### config.mk
export PLATFORM = sky130hd
export DESIGN_NAME = sum_fp_sched
export DESIGN_NICKNAME = d
export VERILOG_FILES = /design/src/rtl/sum_fp_sched_pkg.sv /design/src/rtl/fp_add_quant.sv /design/src/rtl/sum_fp_sched.sv
export SDC_FILE = /design/constraint.sdc
export NUM_CORES = 1
export LEC_CHECK = 0
export ABC_AREA = 1
export CORE_MARGIN = 1.5
export CORE_UTILIZATION = 40
export CTS_CLUSTER_SIZE = 10
export DETAILED_ROUTE_END_ITERATION = 8
export GPL_TIMING_DRIVEN = 1
export PLACE_DENSITY = 0.79
export RECOVER_POWER = 100
export SYNTH_ARGS = -nofsm -noshare
export SYNTH_HDL_FRONTEND = slang
export SYNTH_SLANG_ARGS = --single-unit
### constraint.sdc
create_clock -name i_clock -period 7.1 [get_ports i_clock]
set_clock_uncertainty 0.15 [all_clocks]
set_input_delay 1.42 -clock i_clock [delete_from_list [all_inputs] [get_ports i_clock]]
set_output_delay 1.42 -clock i_clock [all_outputs]
set_load 0.03 [all_outputs]
### src/rtl/sum_fp_sched_pkg.sv
// Shared formats, mode encodings and constant helpers for the shared
// fixed-point adder/quantizer scheduler.
package sum_fp_sched_pkg;

    localparam int NB_IN_A     = 16;
    localparam int NBF_IN_A    = 14;
    localparam int NB_IN_B     = 12;
    localparam int NBF_IN_B    = 11;
    localparam int NB_OUT      = 11;
    localparam int NBF_OUT     = 10;
    localparam int NB_O_ROUND  = 9;
    localparam int NBF_O_ROUND = 8;
    localparam int NB_CNT_DEF  = 16;

    localparam int NBI_A    = NB_IN_A - NBF_IN_A;
    localparam int NBI_B    = NB_IN_B - NBF_IN_B;
    localparam int NBI_O_FR = ((NBI_A > NBI_B) ? NBI_A : NBI_B) + 1;
    localparam int NBF_O_FR = (NBF_IN_A > NBF_IN_B) ? NBF_IN_A : NBF_IN_B;
    localparam int NB_O_FR  = NBI_O_FR + NBF_O_FR;
    localparam int NB_ROUND = NB_O_FR + 1;
    // widths after dropping fractional bits, before the integer part is checked
    localparam int NB_TRUNC = NB_O_FR - (NBF_O_FR - NBF_OUT);
    localparam int NB_RND_T = NB_ROUND - (NBF_O_FR - NBF_O_ROUND);

    typedef enum logic [1:0] {
        MODE_FR         = 2'd0,
        MODE_TRUNC_WRAP = 2'd1,
        MODE_TRUNC_SAT  = 2'd2,
        MODE_ROUND_SAT  = 2'd3
    } mode_t;

    typedef enum logic {
        PTR_CH0 = 1'b0,
        PTR_CH1 = 1'b1
    } ptr_t;

    function automatic logic [NB_O_FR-1:0] max_pos(input int nb);
        logic [NB_O_FR-1:0] v;
        v = '0;
        for (int i = 0; i < NB_O_FR; i++) begin
            v[i] = (i < nb - 1);
        end
        return v;
    endfunction

    function automatic logic [NB_O_FR-1:0] max_neg(input int nb);
        return ~max_pos(nb);
    endfunction

endpackage

### src/rtl/fp_add_quant.sv
// Combinational aligned add of A and B followed by the selected quantization;
// result is the target-format code sign-extended to full-resolution width.
module fp_add_quant
    import sum_fp_sched_pkg::*;
(
    input  logic [NB_IN_A-1:0] a,
    input  logic [NB_IN_B-1:0] b,
    input  logic [1:0]         mode,
    output logic [NB_O_FR-1:0] result,
    output logic               ovf
);
    localparam int SH_A = NBF_O_FR - NBF_IN_A;
    localparam int SH_B = NBF_O_FR - NBF_IN_B;
    localparam logic [NB_O_FR-1:0]  POS_OUT  = max_pos(NB_OUT);
    localparam logic [NB_O_FR-1:0]  NEG_OUT  = max_neg(NB_OUT);
    localparam logic [NB_O_FR-1:0]  POS_RND  = max_pos(NB_O_ROUND);
    localparam logic [NB_O_FR-1:0]  NEG_RND  = max_neg(NB_O_ROUND);
    localparam logic [NB_ROUND-1:0] HALF_LSB = NB_ROUND'(1) << (NBF_O_FR - NBF_O_ROUND - 1);

    logic signed [NB_O_FR-1:0]  a_ext, b_ext, sum_fr;
    logic        [NB_ROUND-1:0] rnd_sum;
    logic        [NB_TRUNC-1:0] tr;
    logic        [NB_RND_T-1:0] rt;
    logic        [NB_O_FR-1:0]  tr_ext, rt_ext;
    logic                       ovf_t, ovf_r, neg;

    assign a_ext   = NB_O_FR'($signed(a)) <<< SH_A;
    assign b_ext   = NB_O_FR'($signed(b)) <<< SH_B;
    assign sum_fr  = a_ext + b_ext;
    assign neg     = sum_fr[NB_O_FR-1];

    assign tr      = sum_fr[NB_O_FR-1 -: NB_TRUNC];
    assign tr_ext  = NB_O_FR'($signed(tr[NB_OUT-1:0]));
    assign ovf_t   = tr[NB_TRUNC-1:NB_OUT-1] != {(NB_TRUNC-NB_OUT+1){tr[NB_OUT-1]}};

    // one extra integer bit so the half-LSB add cannot wrap
    assign rnd_sum = NB_ROUND'(sum_fr) + HALF_LSB;
    assign rt      = rnd_sum[NB_ROUND-1 -: NB_RND_T];
    assign rt_ext  = NB_O_FR'($signed(rt[NB_O_ROUND-1:0]));
    assign ovf_r   = rt[NB_RND_T-1:NB_O_ROUND-1] != {(NB_RND_T-NB_O_ROUND+1){rt[NB_O_ROUND-1]}};

    always_comb begin
        result = sum_fr;
        ovf    = 1'b0;
        case (mode_t'(mode))
            MODE_TRUNC_WRAP: begin
                result = tr_ext;
                ovf    = ovf_t;
            end
            MODE_TRUNC_SAT: begin
                ovf    = ovf_t;
                result = ovf_t ? (neg ? NEG_OUT : POS_OUT) : tr_ext;
            end
            MODE_ROUND_SAT: begin
                ovf    = ovf_r;
                result = ovf_r ? (neg ? NEG_RND : POS_RND) : rt_ext;
            end
            default: ;
        endcase
    end

endmodule

### src/rtl/sum_fp_sched.sv
// Round-robin scheduler sharing one fp_add_quant between two channels, with a
// registered tagged result and a saturating overflow-event counter.
module sum_fp_sched
    import sum_fp_sched_pkg::*;
#(
    parameter int NB_CNT = NB_CNT_DEF
) (
    input  logic               i_clock,
    input  logic               i_reset,
    input  logic               i_valid0,
    input  logic               i_valid1,
    output logic               o_ready0,
    output logic               o_ready1,
    input  logic [NB_IN_A-1:0] i_a0,
    input  logic [NB_IN_A-1:0] i_a1,
    input  logic [NB_IN_B-1:0] i_b0,
    input  logic [NB_IN_B-1:0] i_b1,
    input  logic [1:0]         i_mode0,
    input  logic [1:0]         i_mode1,
    output logic               o_valid,
    input  logic               i_out_ready,
    output logic [NB_O_FR-1:0] o_result,
    output logic               o_id,
    output logic               o_ovf,
    input  logic               i_clr_cnt,
    output logic [NB_CNT-1:0]  o_ovf_cnt
);
    // state   | meaning
    // PTR_CH0 | ch0 wins when both channels request
    // PTR_CH1 | ch1 wins when both channels request
    ptr_t ptr, ptr_next;

    logic               accept, grant0, grant1, xfer;
    logic [NB_IN_A-1:0] sel_a;
    logic [NB_IN_B-1:0] sel_b;
    logic [1:0]         sel_mode;
    logic [NB_O_FR-1:0] q_result;
    logic               q_ovf;

    always_ff @(posedge i_clock) begin
        if (i_reset) begin
            ptr <= PTR_CH0;
        end else begin
            ptr <= ptr_next;
        end
    end

    always_comb begin
        accept   = ~o_valid | i_out_ready;
        grant0   = i_valid0 & (~i_valid1 | (ptr == PTR_CH0));
        grant1   = i_valid1 & (~i_valid0 | (ptr == PTR_CH1));
        o_ready0 = accept & grant0 & ~i_reset;
        o_ready1 = accept & grant1 & ~i_reset;
        xfer     = o_ready0 | o_ready1;
        ptr_next = ptr;
        if (xfer) begin
            ptr_next = grant1 ? PTR_CH0 : PTR_CH1;
        end
    end

    assign sel_a    = grant1 ? i_a1    : i_a0;
    assign sel_b    = grant1 ? i_b1    : i_b0;
    assign sel_mode = grant1 ? i_mode1 : i_mode0;

    fp_add_quant u_quant (
        .a      (sel_a),
        .b      (sel_b),
        .mode   (sel_mode),
        .result (q_result),
        .ovf    (q_ovf)
    );

    always_ff @(posedge i_clock) begin
        if (i_reset) begin
            o_valid  <= 1'b0;
            o_result <= '0;
            o_id     <= 1'b0;
            o_ovf    <= 1'b0;
        end else if (accept) begin
            o_valid <= xfer;
            if (xfer) begin
                o_result <= q_result;
                o_id     <= grant1;
                o_ovf    <= q_ovf;
            end
        end
    end

    always_ff @(posedge i_clock) begin
        if (i_reset || i_clr_cnt) begin
            o_ovf_cnt <= '0;
        end else if (xfer && q_ovf && !(&o_ovf_cnt)) begin
            o_ovf_cnt <= o_ovf_cnt + NB_CNT'(1);
        end
    end

endmodule

==> results_dict.tcl <==
set metrics [dict create \
    status "finished, final reports clean" \
    synth_top_area_frac 0.207 \
    antenna_found_initial 0 \
    p_per_area_nw_per_um2 177 \
    peakVddDrop_v 0.0000863 \
    critPathTopFamily "simple AND/OR/NAND/NOR gates" \
    synth_top_family_by_area "simple AND/OR/NAND/NOR gates" \
    worst_pin_slew_ns 0.838 \
    vias 4376 \
    critPathKind "in -> reg" \
    fmax_mhz 161 \
    hp-class "reg -> reg" \
    cts-buffers-inserted 5 \
    synth_area_leaders "nand2_1 (21%), dfxtp_1 (19%), inv_1 (7.6%), ha_1 (6.2%), nand3_1 (6.1%)" \
    syn_inst 644 \
    drtIter0Drc 237 \
    ff2ff_path_depth 25 \
    min_from "o_ovf" \
    slowest_delay_ns 0.63 \
    crit_buf_inv 6 \
    r2r-end "o_ovf_cnt[12]" \
    cts_max_level 2 \
    crit_slowest_cell "inv_1" \
    cellLeakagePower_nw 2.49 \
    finalCritPeriodShare 0.873 \
    die_x_um 101 \
    core_area_um2 9240 \
    syn_area_per_cell_um2 5.94 \
    rsz0062_at_grt "false" \
    reg2reg_slack_ns 2.24 \
    design_area_um2 4970 \
    max_cap_viol_count 0 \
    drive_above_1_share 0.0721 \
    die_h_um 101 \
    dp_slack_ns 0.764 \
    hold_viol 0 \
    post_cts_buffers 0 \
    num_rows 35 \
    synth_seq_cells 37 \
    crit_fanout 33 \
    arrival_ns 6.20 \
    grt_pass1_wl_um 17700 \
    place_area_um2 4920 \
    ctsHoldBuffers 0 \
    nNetsFinal 820 \
    drc 0 \
    crit_start "i_valid0" \
    tns_ns 0 \
    detail-route-antenna-nets 0 \
    cp-endpoint "o_ovf_cnt[12]" \
    initial_core_util 0.414 \
    num-fill-cells 925 \
    wl_per_cell_um 12.0 \
    critPathRequiredTime_ns 7.11 \
    yosys.area_share.simple 0.440 \
    syn_area_um2 3830 \
    insertion_delay_ns 0.29 \
    synth.area.mux_share 0 \
    root_buffer "clkbuf_8" \
    cts.reportedPaths.clkPinSlew_ns 0.08 \
    vias_per_cell 5.06 \
    synth-adder-area-share 0.0673 \
    grt_usage 0.209 \
    endpoint_kind "flip-flop" \
    routed_wirelength_um 10400 \
    min_period_ns 6.20 \
    io_buffers 103 \
    dieArea_um2 10200 \
    crit_top_cell "nand2_1" \
    drtPass1Iterations 5 \
    area_growth_pct 29.9 \
    yosysWarnings 0 \
    start_kind "primary input" \
    synth.distinct_cells 40 \
    syn-num-nets 730 \
    cp.depth 27 \
    ys_seq_area_frac 0.194 \
    cts_resized 0 \
    ios 104 \
    grt_max_degree 35 \
    gp_congestion 0.951 \
    cts_tree "done" \
    slew_headroom 0.440 \
    grt_overflow 0 \
    n_antenna_cell 0 \
    clock_path_buffers 2 \
    synth-compound-area-share 0.143 \
    cts.sinks 37 \
    grt_pass1_vias 4055 \
    rr_startpoint "ptr" \
    yosys.area.top_type "nand2_1" \
    fin_ws_ns 0.903 \
    synth-xor-area-share 0.0477 \
    drv_slew 0 \
    finalSetupViolCount 0 \
    dp_hpwl_um 8340 \
]
-- sequential cells by signal (all words and copies together), names as in the netlist --
register,count
o_id,1
o_ovf,1
o_valid,1
ptr,1
o_result,17
o_ovf_cnt,16
-- cells by family (layout without fill, tap and decap cells) --
group	after synthesis	after routing
compound gates	99	99
xor+xnor	20	20
fa+ha+maj	20	20
buf+inv	103	194
flops	37	37
simple gates	365	365
-- cell type report --
| class | instances | area [µm²] | area share |
|---|---|---|---|
| sequential | 37 | 741 | 0.149 |
| clock buffer | 5 | 68.8 | 0.0138 |
| clock inverter | 3 | 17.5 | 0.00352 |
| inverter | 82 | 308 | 0.0619 |
| tap | 129 | 161 | 0.0325 |
| multi-input combinational | 504 | 2640 | 0.531 |
| timing repair buffer | 104 | 1040 | 0.209 |
-- placed cells by master, fill, tap and decap left out, types with 2 or more instances in the layout --
| cell type | netlist | layout |
|---|---|---|
| nand2_2 | 20 | 12 |
| nand4_1 | 28 | 28 |
| dfxtp_1 | 37 | 37 |
| nand3_1 | 47 | 47 |
| xnor2_1 | 8 | 9 |
| dlygate4sd3_1 | 0 | 40 |
| nand2_1 | 211 | 219 |
| nor3_1 | 2 | 2 |
| nand2_4 | 3 | 3 |
| clkdlybuf4s50_1 | 0 | 63 |
| or2_2 | 4 | 4 |
| ha_1 | 19 | 19 |
| xor2_1 | 11 | 11 |
| a21oi_2 | 9 | 9 |
| o211ai_1 | 2 | 2 |
| clkbuf_8 | 0 | 5 |
| nand3_2 | 2 | 2 |
| inv_2 | 4 | 3 |
| nor2_2 | 6 | 5 |
| a21oi_1 | 37 | 37 |
| clkinv_2 | 0 | 2 |
| o21ai_0 | 45 | 46 |
| nand3_4 | 2 | 2 |
| nor4_1 | 3 | 3 |
| inv_1 | 78 | 79 |
| nor2_1 | 32 | 33 |
-- per-layer routing --
| metal | vias to the layer above | GRT usage | wire length, µm |
|---|---|---|---|
| li1 | 2271 | - | - |
| met1 | 1979 | 0.271 | 4930 |
| met2 | 117 | 0.373 | 4970 |
| met3 | 9 | 0.0298 | 405 |
| met4 | 0 | 0.0314 | 89 |
| met5 | - | 0 | 0 |
-- worst min path at each step --
stage	endpoint	slack, ns	cells past startpoint
global placement	o_ovf	0.31	2
finish	o_ovf	0.32	2
CTS	o_ovf	0.32	2
global route	o_ovf	0.36	2
detailed placement	o_ovf	0.31	2
floorplan	ptr	0.33	2
-- report_power, final --
group	internal (mW)	total, mW	switching (mW)
logic	0.176	0.506	0.331
registers	0.222	0.229	0.00696
clock network	0.0678	0.146	0.0783
-- synth_stat cells --
cell        n
o22ai_1     1
or2_2       4
nand2_1   211
fa_1        1
nor2_4      1
nor3_2      1
ha_1       19
o21ai_2     1
a21oi_1    37
nor2_8      1
buf_12      1
nand2_4     3
buf_4       1
a21oi_2     9
buf_1       2
xnor2_2     1
and2_1      1
nand4_1    28
o21ai_0    45
nand3_2     2
nor2_2      6
inv_2       4
nor3_1      2
nand3_4     2
a21boi_0    1
o211ai_1    2
nor4_1      3
buf_2       3
nand3_1    47
nand2_2    20
clkbuf_1   13
inv_1      78
xnor2_1     8
nor2_1     32
nand3b_1    1
dfxtp_1    37
o21ai_1     2
buf_6       1
a41oi_1     1
xor2_1     11
-- worst register-to-register path: cells and delay by family, from the launching register on --
family	cells	cell delay [ns]
AND/OR/NAND/NOR	15	1.87
buffers and inverters	4	1.01
adder cells (fa/ha/maj)	3	0.87
flip-flops	1	0.37
XOR/XNOR	1	0.30
AO/OA/AOI/OAI	2	0.17
-- per-stage QoR --
| stage | power, mW | hold WS, ns | util | std cells |
|---|---|---|---|---|
| CTS | 0.892 | 0.320 | 0.542 | 864 |
| global route | 0.956 | 0.356 | 0.538 | 864 |
| detailed placement | 0.745 | 0.308 | 0.533 | 856 |
| global placement | 0.736 | 0.309 | 0.533 | 856 |
| finish | 0.881 | 0.317 | 0.538 | 864 |
| floorplan | 0.606 | 0.331 | - | 644 |
No activity file was read; power rests on OpenSTA's default activity.
